$ cat config.mk
export PLATFORM = sky130hd
export DESIGN_NAME = nano_mem_arbiter_flat
export DESIGN_NICKNAME = d
export VERILOG_FILES = /design/src/rtl/nano_mem_arbiter_if.sv /design/src/rtl/nano_mem_arbiter.sv /design/src/flat_wrapper.sv
export SDC_FILE = /design/constraint.sdc
export NUM_CORES = 1
export LEC_CHECK = 0
export CORE_AREA = 2 2 105 107
export DETAILED_ROUTE_END_ITERATION = 8
export DIE_AREA = 0 0 107 109
export MAX_ROUTING_LAYER = met4
export SYNTH_ARGS = -nofsm -noshare
export SYNTH_HDL_FRONTEND = slang
export SYNTH_SLANG_ARGS = --single-unit
$ cat constraint.sdc
create_clock -name clk_i -period 2.39 [get_ports clk_i]
set_input_delay 0.3585 -clock clk_i [delete_from_list [all_inputs] [get_ports clk_i]]
set_output_delay 0.3585 -clock clk_i [all_outputs]
set_load 0.05 [all_outputs]
$ cat src/rtl/nano_mem_arbiter_if.sv
// Bus bundle between the nano_rv32i fetch/data requesters, the arbiter and the shared memory.
// The slave modport is the arbiter's view; the master modport is the requester/memory side.
interface nano_mem_arbiter_if #(
    parameter int ADDR_W = 32,
    parameter int DATA_W = 32
);
    logic [ADDR_W-1:0] i_addr_i;
    logic              i_rd_i;
    logic              i_gnt_o;
    logic              i_rvalid_o;
    logic [DATA_W-1:0] i_data_o;
    logic [ADDR_W-1:0] d_addr_i;
    logic              d_rd_i;
    logic              d_wr_i;
    logic [DATA_W-1:0] d_data_i;
    logic              d_gnt_o;
    logic              d_rvalid_o;
    logic [DATA_W-1:0] d_data_o;
    logic [ADDR_W-1:0] m_addr_o;
    logic              m_rd_o;
    logic              m_wr_o;
    logic [DATA_W-1:0] m_data_o;
    logic [DATA_W-1:0] m_data_i;

    modport slave (
        input  i_addr_i, i_rd_i, d_addr_i, d_rd_i, d_wr_i, d_data_i, m_data_i,
        output i_gnt_o, i_rvalid_o, i_data_o, d_gnt_o, d_rvalid_o, d_data_o,
               m_addr_o, m_rd_o, m_wr_o, m_data_o
    );

    modport master (
        output i_addr_i, i_rd_i, d_addr_i, d_rd_i, d_wr_i, d_data_i, m_data_i,
        input  i_gnt_o, i_rvalid_o, i_data_o, d_gnt_o, d_rvalid_o, d_data_o,
               m_addr_o, m_rd_o, m_wr_o, m_data_o
    );
endinterface

$ cat src/rtl/nano_mem_arbiter.sv
// Single-port memory arbiter for nano_rv32i: data port wins by default, fetch is forced
// through after STARVE_MAX consecutive data grants; read responses are steered back one cycle later.
module nano_mem_arbiter #(
    parameter int ADDR_W     = 32,
    parameter int DATA_W     = 32,
    parameter int STARVE_MAX = 4
) (
    input  logic              clk_i,
    input  logic              rst_n_i,
    nano_mem_arbiter_if.slave bus
);

    typedef enum logic [1:0] {
        IDLE   = 2'd0,
        RESP_I = 2'd1,
        RESP_D = 2'd2
    } resp_state_e;

    localparam logic [3:0] STARVE_LIM = 4'(STARVE_MAX);

    logic        d_req_s;
    logic        sel_i_s;
    logic        sel_d_s;
    logic        d_read_s;
    logic [3:0]  starve_cnt_r;
    logic [3:0]  starve_cnt_nxt_s;
    resp_state_e state_r;
    resp_state_e state_nxt_s;

    // Arbitration: data wins unless a fetch has waited STARVE_MAX data grants.
    always_comb begin
        d_req_s  = bus.d_rd_i | bus.d_wr_i;
        sel_i_s  = bus.i_rd_i & (~d_req_s | (starve_cnt_r == STARVE_LIM));
        sel_d_s  = d_req_s & ~sel_i_s;
        // A simultaneous rd+wr is a plain write, so it never expects a response.
        d_read_s = sel_d_s & ~bus.d_wr_i;
    end

    // Grants and memory strobes; the reset term drops them without waiting for a clock edge.
    always_comb begin
        bus.i_gnt_o  = 1'b0;
        bus.d_gnt_o  = 1'b0;
        bus.m_rd_o   = 1'b0;
        bus.m_wr_o   = 1'b0;
        bus.m_addr_o = bus.i_addr_i;
        if (sel_d_s) begin
            bus.m_addr_o = bus.d_addr_i;
        end else begin
            bus.m_addr_o = bus.i_addr_i;
        end
        if (!rst_n_i) begin
            bus.i_gnt_o = 1'b0;
            bus.d_gnt_o = 1'b0;
        end else if (sel_i_s) begin
            bus.i_gnt_o = 1'b1;
            bus.m_rd_o  = 1'b1;
        end else if (sel_d_s) begin
            bus.d_gnt_o = 1'b1;
            bus.m_wr_o  = bus.d_wr_i;
            bus.m_rd_o  = ~bus.d_wr_i;
        end else begin
            bus.m_rd_o  = 1'b0;
            bus.m_wr_o  = 1'b0;
        end
        bus.m_data_o = bus.d_data_i;
    end

    // Starvation counter and response-tracker next state.
    always_comb begin
        starve_cnt_nxt_s = starve_cnt_r;
        state_nxt_s      = IDLE;
        if (sel_i_s || !bus.i_rd_i) begin
            starve_cnt_nxt_s = 4'd0;
        end else if (sel_d_s && (starve_cnt_r != STARVE_LIM)) begin
            starve_cnt_nxt_s = starve_cnt_r + 4'd1;
        end else begin
            starve_cnt_nxt_s = starve_cnt_r;
        end
        if (sel_i_s) begin
            state_nxt_s = RESP_I;
        end else if (d_read_s) begin
            state_nxt_s = RESP_D;
        end else begin
            state_nxt_s = IDLE;
        end
    end

    // State registers; reset discards any in-flight response.
    always_ff @(posedge clk_i or negedge rst_n_i) begin
        if (!rst_n_i) begin
            state_r      <= IDLE;
            starve_cnt_r <= 4'd0;
        end else begin
            state_r      <= state_nxt_s;
            starve_cnt_r <= starve_cnt_nxt_s;
        end
    end

    // Response steering: memory data goes to both ports, qualified by the owner's rvalid.
    always_comb begin
        bus.i_rvalid_o = 1'b0;
        bus.d_rvalid_o = 1'b0;
        case (state_r)
            RESP_I:  bus.i_rvalid_o = 1'b1;
            RESP_D:  bus.d_rvalid_o = 1'b1;
            IDLE:    bus.i_rvalid_o = 1'b0;
            default: bus.d_rvalid_o = 1'b0;
        endcase
        bus.i_data_o = bus.m_data_i;
        bus.d_data_o = bus.m_data_i;
    end

endmodule
$ cat src/flat_wrapper.sv
// flat-port wrapper written by rule: the top's interface ports become plain ports
module nano_mem_arbiter_flat 
#(
    parameter int ADDR_W     = 32,
    parameter int DATA_W     = 32,
    parameter int STARVE_MAX = 4
)
  (clk_i, rst_n_i, bus_i_addr_i, bus_i_rd_i, bus_d_addr_i, bus_d_rd_i, bus_d_wr_i, bus_d_data_i, bus_m_data_i, bus_i_gnt_o, bus_i_rvalid_o, bus_i_data_o, bus_d_gnt_o, bus_d_rvalid_o, bus_d_data_o, bus_m_addr_o, bus_m_rd_o, bus_m_wr_o, bus_m_data_o);
  nano_mem_arbiter_if #(.ADDR_W(ADDR_W), .DATA_W(DATA_W)) bus_i ();
  input  logic clk_i;
  input  logic rst_n_i;
  input wire logic [$bits(bus_i.i_addr_i)-1:0] bus_i_addr_i;
  input wire logic [$bits(bus_i.i_rd_i)-1:0] bus_i_rd_i;
  input wire logic [$bits(bus_i.d_addr_i)-1:0] bus_d_addr_i;
  input wire logic [$bits(bus_i.d_rd_i)-1:0] bus_d_rd_i;
  input wire logic [$bits(bus_i.d_wr_i)-1:0] bus_d_wr_i;
  input wire logic [$bits(bus_i.d_data_i)-1:0] bus_d_data_i;
  input wire logic [$bits(bus_i.m_data_i)-1:0] bus_m_data_i;
  output wire logic [$bits(bus_i.i_gnt_o)-1:0] bus_i_gnt_o;
  output wire logic [$bits(bus_i.i_rvalid_o)-1:0] bus_i_rvalid_o;
  output wire logic [$bits(bus_i.i_data_o)-1:0] bus_i_data_o;
  output wire logic [$bits(bus_i.d_gnt_o)-1:0] bus_d_gnt_o;
  output wire logic [$bits(bus_i.d_rvalid_o)-1:0] bus_d_rvalid_o;
  output wire logic [$bits(bus_i.d_data_o)-1:0] bus_d_data_o;
  output wire logic [$bits(bus_i.m_addr_o)-1:0] bus_m_addr_o;
  output wire logic [$bits(bus_i.m_rd_o)-1:0] bus_m_rd_o;
  output wire logic [$bits(bus_i.m_wr_o)-1:0] bus_m_wr_o;
  output wire logic [$bits(bus_i.m_data_o)-1:0] bus_m_data_o;
  assign bus_i.i_addr_i = bus_i_addr_i;
  assign bus_i.i_rd_i = bus_i_rd_i;
  assign bus_i.d_addr_i = bus_d_addr_i;
  assign bus_i.d_rd_i = bus_d_rd_i;
  assign bus_i.d_wr_i = bus_d_wr_i;
  assign bus_i.d_data_i = bus_d_data_i;
  assign bus_i.m_data_i = bus_m_data_i;
  assign bus_i_gnt_o = bus_i.i_gnt_o;
  assign bus_i_rvalid_o = bus_i.i_rvalid_o;
  assign bus_i_data_o = bus_i.i_data_o;
  assign bus_d_gnt_o = bus_i.d_gnt_o;
  assign bus_d_rvalid_o = bus_i.d_rvalid_o;
  assign bus_d_data_o = bus_i.d_data_o;
  assign bus_m_addr_o = bus_i.m_addr_o;
  assign bus_m_rd_o = bus_i.m_rd_o;
  assign bus_m_wr_o = bus_i.m_wr_o;
  assign bus_m_data_o = bus_i.m_data_o;
  nano_mem_arbiter #(.ADDR_W(ADDR_W), .DATA_W(DATA_W), .STARVE_MAX(STARVE_MAX)) u_core (.clk_i(clk_i), .rst_n_i(rst_n_i), .bus(bus_i));
endmodule
==> results <==
- The flow ran to the end, and the final reports show no timing, DRC or antenna violations.
- The initial utilization of the core area, before any placement, comes to roughly 15%.
- The final count of negative-setup-slack endpoints is 0.
- The kind of cell with the highest combined delay along the critical path is buffers and inverters.
- The number of global-route vias before repair came to 1067.
- The minimum clock period after layout is 2.32 ns.
- The top cell types in the final layout, fill and taps aside, are sky130_fd_sc_hd__clkdlybuf4s50_1, sky130_fd_sc_hd__buf_12, sky130_fd_sc_hd__mux2_4.
- The placer congestion estimate is 0.632.
- The via count is 1072.
- The worst hold path belongs to the class flip-flop to flip-flop.
- Summing the areas of all compound-gate instances in the mapped netlist gives 1.98% of the synthesized area.
- The number of flops mapped to enable cells by yosys is 0.
- The required time of the critical path is approximately 2.0 ns.
- The analysis attributes to cell leakage a power of 1.15 nW.
- In the final layout, the share of cells above drive strength 1 is 44.6%.
- After the last flow step, the layout net total stands at 321.
- After detailed placement, the total cell area comes to 0.00243 mm^2.
- The share of synthesized cell area in full adder, half adder and majority cells is 1.58%.
- The count of pins over their slew limit is 0.
- The share of the clock period used by the worst path is ~97%.
- The average wire length per cell after detail routing is ~14 um.
- For the worst-skew pair, the clock arrives at the later sink with an insertion delay of 0.22 ns.
- The maximum fanout encountered on the critical timing path is 8.
- After detailed routing, the total wire length is 4470 um.
- In this run the clock root is driven by a sky130_fd_sc_hd__clkbuf_8.
- After clock tree synthesis, the flow added hold-fix buffers numbering 0.
- The most numerous cell type found on the critical path is sky130_fd_sc_hd__buf_12.
- The number of hold violations in the final report came to 0.
- Using the TritonRoute via totals, the vias-per-cell ratio works out to 3.31.
- The count of nets left with antenna violations after detail routing is 0.
- The area enclosed by the die boundary is 0.0117 mm^2.
- The worst-case clock buffer depth is 2.
- For this run, the leading register cell type out of synthesis is sky130_fd_sc_hd__dfrtp_1.
- The count of warnings emitted by yosys is 0.
- After technology mapping, the gate count stands at 166.
- For the pin with the worst max-slew slack, the measured transition is roughly 0.52 ns.
- On the final layout, the worst clock skew is 0.00212 ns.
- The total placed cells including tap cells is 316.
- Once layout is complete, the cells apart from fillers number 324.
- The cell area after layout is 0.00260 mm^2.
- The count of unique library cells instantiated by Yosys is 19.
- The total routing resource utilization after global routing is 6.21%.
- The first-pass GRT wire length is 5500 um.
- The number of antenna violations at the first check in global routing is 0.
- Clock-pin slew was measured on the worst setup and hold paths at 0.04 ns.
- The area of the mapped netlist is 0.00158 mm^2.
- Across all register-to-register paths, the minimum setup slack is around 0.93 ns.
- The count of buffers added on input and output ports is 106.
- The core region is 0.0106 mm^2.
- The CTS sink count is 6.
- The CTS tree is yes.
- The maximum single-stage delay on the critical path is 0.38 ns.
- The cell with the largest stage delay on the worst path is sky130_fd_sc_hd__dfrtp_1.
- The remaining global-route overflow is 0.
- Based on the critical path, the design can be clocked at up to 431 MHz.
- Setup repair after global routing could not meet its margin everywhere.
- In this run, the number of DRC markers left after iteration 0 of detailed routing was 17.
- The die width is 107 um.
- The buffer and inverter count on the worst path is 4.
- The overall power after layout is 0.930 mW.
- The worst IR drop on VDD is 115 uV.
- Power spread over the standard cell area amounts to 358 mW/mm^2.
- Counting flops with an async set or reset pin after synthesis yields a share of 100%.
- After detailed routing, the number of remaining DRC violations is 0.
- The library cell used most frequently in the layout, excluding fill and tap cells, is sky130_fd_sc_hd__clkdlybuf4s50_1.
- Measured against its own limit, the worst slew margin works out to 65.1%.
- The number of buffers inserted during clock tree synthesis is 3.
- The max-cap check violation count is 0.
- The startpoint-to-endpoint class of the critical path is flip-flop to output pin.
- The synthesized netlist devotes 1.11% of its cell area to XOR and XNOR gates.
- The number of nets handed over by synthesis was 301.
- The number of flip-flops and latches in the synthesized netlist is 6.
- The signal on the critical path passes through inv_1 -> ha_2 -> and3b_4 -> a21oi_4 -> buf_12 -> clkbuf_16 -> mux2_4 -> buf_12.
- In the synthesized netlist, mux cells make up ~30% of the area.
- The part of the Yosys area used for sequential elements is approximately a tenth.
- Entering global routing, the biggest net connects 35 pins.
- The launching element type of the critical path is a flip-flop.
- By area, the combinational part of the netlist is dominated by buffers and inverters.
- The layout overhead on the synthesized area is 64.2%.
- Averaged over all synthesized cells, the footprint is roughly 9.5 um^2.
- The half-perimeter wire length after placement is 3330 um.
- The number of antenna diodes in the final layout is 0.
- The deepest level of the CTS H-tree is 1.
- The number of top-level pins is 267.
- The total number of placement rows is 38.
- The number of optimization iterations in the first detailed-route pass is 4.
- The height of the chip is ~110 um.
- The synthesized netlist devotes 5.85% of its cell area to simple gates.
- The data arrival time of the critical path is 1.96 ns.
- The worst setup path is captured at an output pin.
## per-layer routing
metal / global-route usage, % / part of all wire [%] / routed length [um] / vias up
li1: - / - / - / 474
met1: 6.36 / 37 / 1670 / 506
met2: 10.3 / 49 / 2200 / 81
met3: 3.47 / 12 / 549 / 11
met4: 1.76 / 1.1 / 51 / 0
met5: - / 0 / 0 / -
## area by class of cell
type	count	area, um^2
fill	1117	8010
timing repair buffer	114	1570
multi-input combinational	56	646
tap	140	175
sequential	6	150
clock buffer	3	41.3
inverter	5	18.8
## path summary, 6_finish.rpt
check | startpoint | depth (start not counted) | end
hold reg to reg | u_core.starve_cnt_r[0]$_DFFE_PN0P_ | 1 | u_core.starve_cnt_r[0]$_DFFE_PN0P_
min in group asynchronous | rst_n_i | 2 | u_core.starve_cnt_r[0]$_DFFE_PN0P_
hold / removal | u_core.starve_cnt_r[0]$_DFFE_PN0P_ | 1 | u_core.starve_cnt_r[0]$_DFFE_PN0P_
setup / recovery | u_core.starve_cnt_r[0]$_DFFE_PN0P_ | 8 | bus_m_addr_o[29]
setup reg to reg | u_core.starve_cnt_r[0]$_DFFE_PN0P_ | 7 | u_core.state_r[1]$_DFF_PN0_
max in group asynchronous | rst_n_i | 2 | u_core.state_r[1]$_DFF_PN0_
## synthesized netlist by cell type (all sizes together), types with 2 or more instances
cell type / instances / area, um^2
buf: 99 / 781
mux2: 32 / 465
a21oi: 2 / 21.3
o21ai: 2 / 10.0
nor2: 6 / 22.5
nor2b: 4 / 25.0
nand3b: 2 / 15.0
dfrtp: 6 / 150
inv: 5 / 18.8
ha: 2 / 25.0
## registers in the layout, indices dropped and copies added (netlist names)
| signal | count |
|---|---|
| u_core.starve_cnt_r | 4 |
| u_core.state_r | 2 |
## cells by family (layout without fill, tap and decap cells)
logic type,after synthesis,in the layout
AO/OA/AOI/OAI,4,4
buffers and inverters,104,122
flip-flops,6,6
adder cells (fa/ha/maj),2,2
XOR/XNOR,2,2
AND/OR/NAND/NOR,16,16
multiplexers,32,32
## metrics by stage
step	setup TNS (ns)	util, %	hold WS, ns	worst slack (ns)
after global routing	-0.131	24.5	0.539	-0.0128
after global placement	0	22.9	0.472	0.142
after floorplan	0	-	0.0629	0.318
after CTS	-0.148	23.4	0.487	-0.0529
after detailed placement	0	22.9	0.483	0.119
final	0	24.5	0.481	0.0706
## worst reg2reg max path: stages (launching register included)
cell                      delay, ns
sky130_fd_sc_hd__dfrtp_1       0.38
sky130_fd_sc_hd__inv_1         0.06
sky130_fd_sc_hd__ha_2          0.17
sky130_fd_sc_hd__and3b_4       0.20
sky130_fd_sc_hd__a21oi_4       0.14
sky130_fd_sc_hd__buf_12        0.15
sky130_fd_sc_hd__buf_8         0.16
sky130_fd_sc_hd__nor2b_1       0.15
## what timing repair did
action                     CTS  global route
setup endpoints to repair    4            32
pin swaps                    0             2
gates cloned                 0             4
setup buffers                0             1
resized for setup            1             4
## power by group
| part | internal [mW] | switching, mW | total, mW |
|---|---|---|---|
| clock | 0.108 | 0.0391 | 0.147 |
| sequential | 0.107 | 0.00392 | 0.111 |
| combinational | 0.377 | 0.295 | 0.672 |
Note: power is estimated with default switching activity, not from simulation.
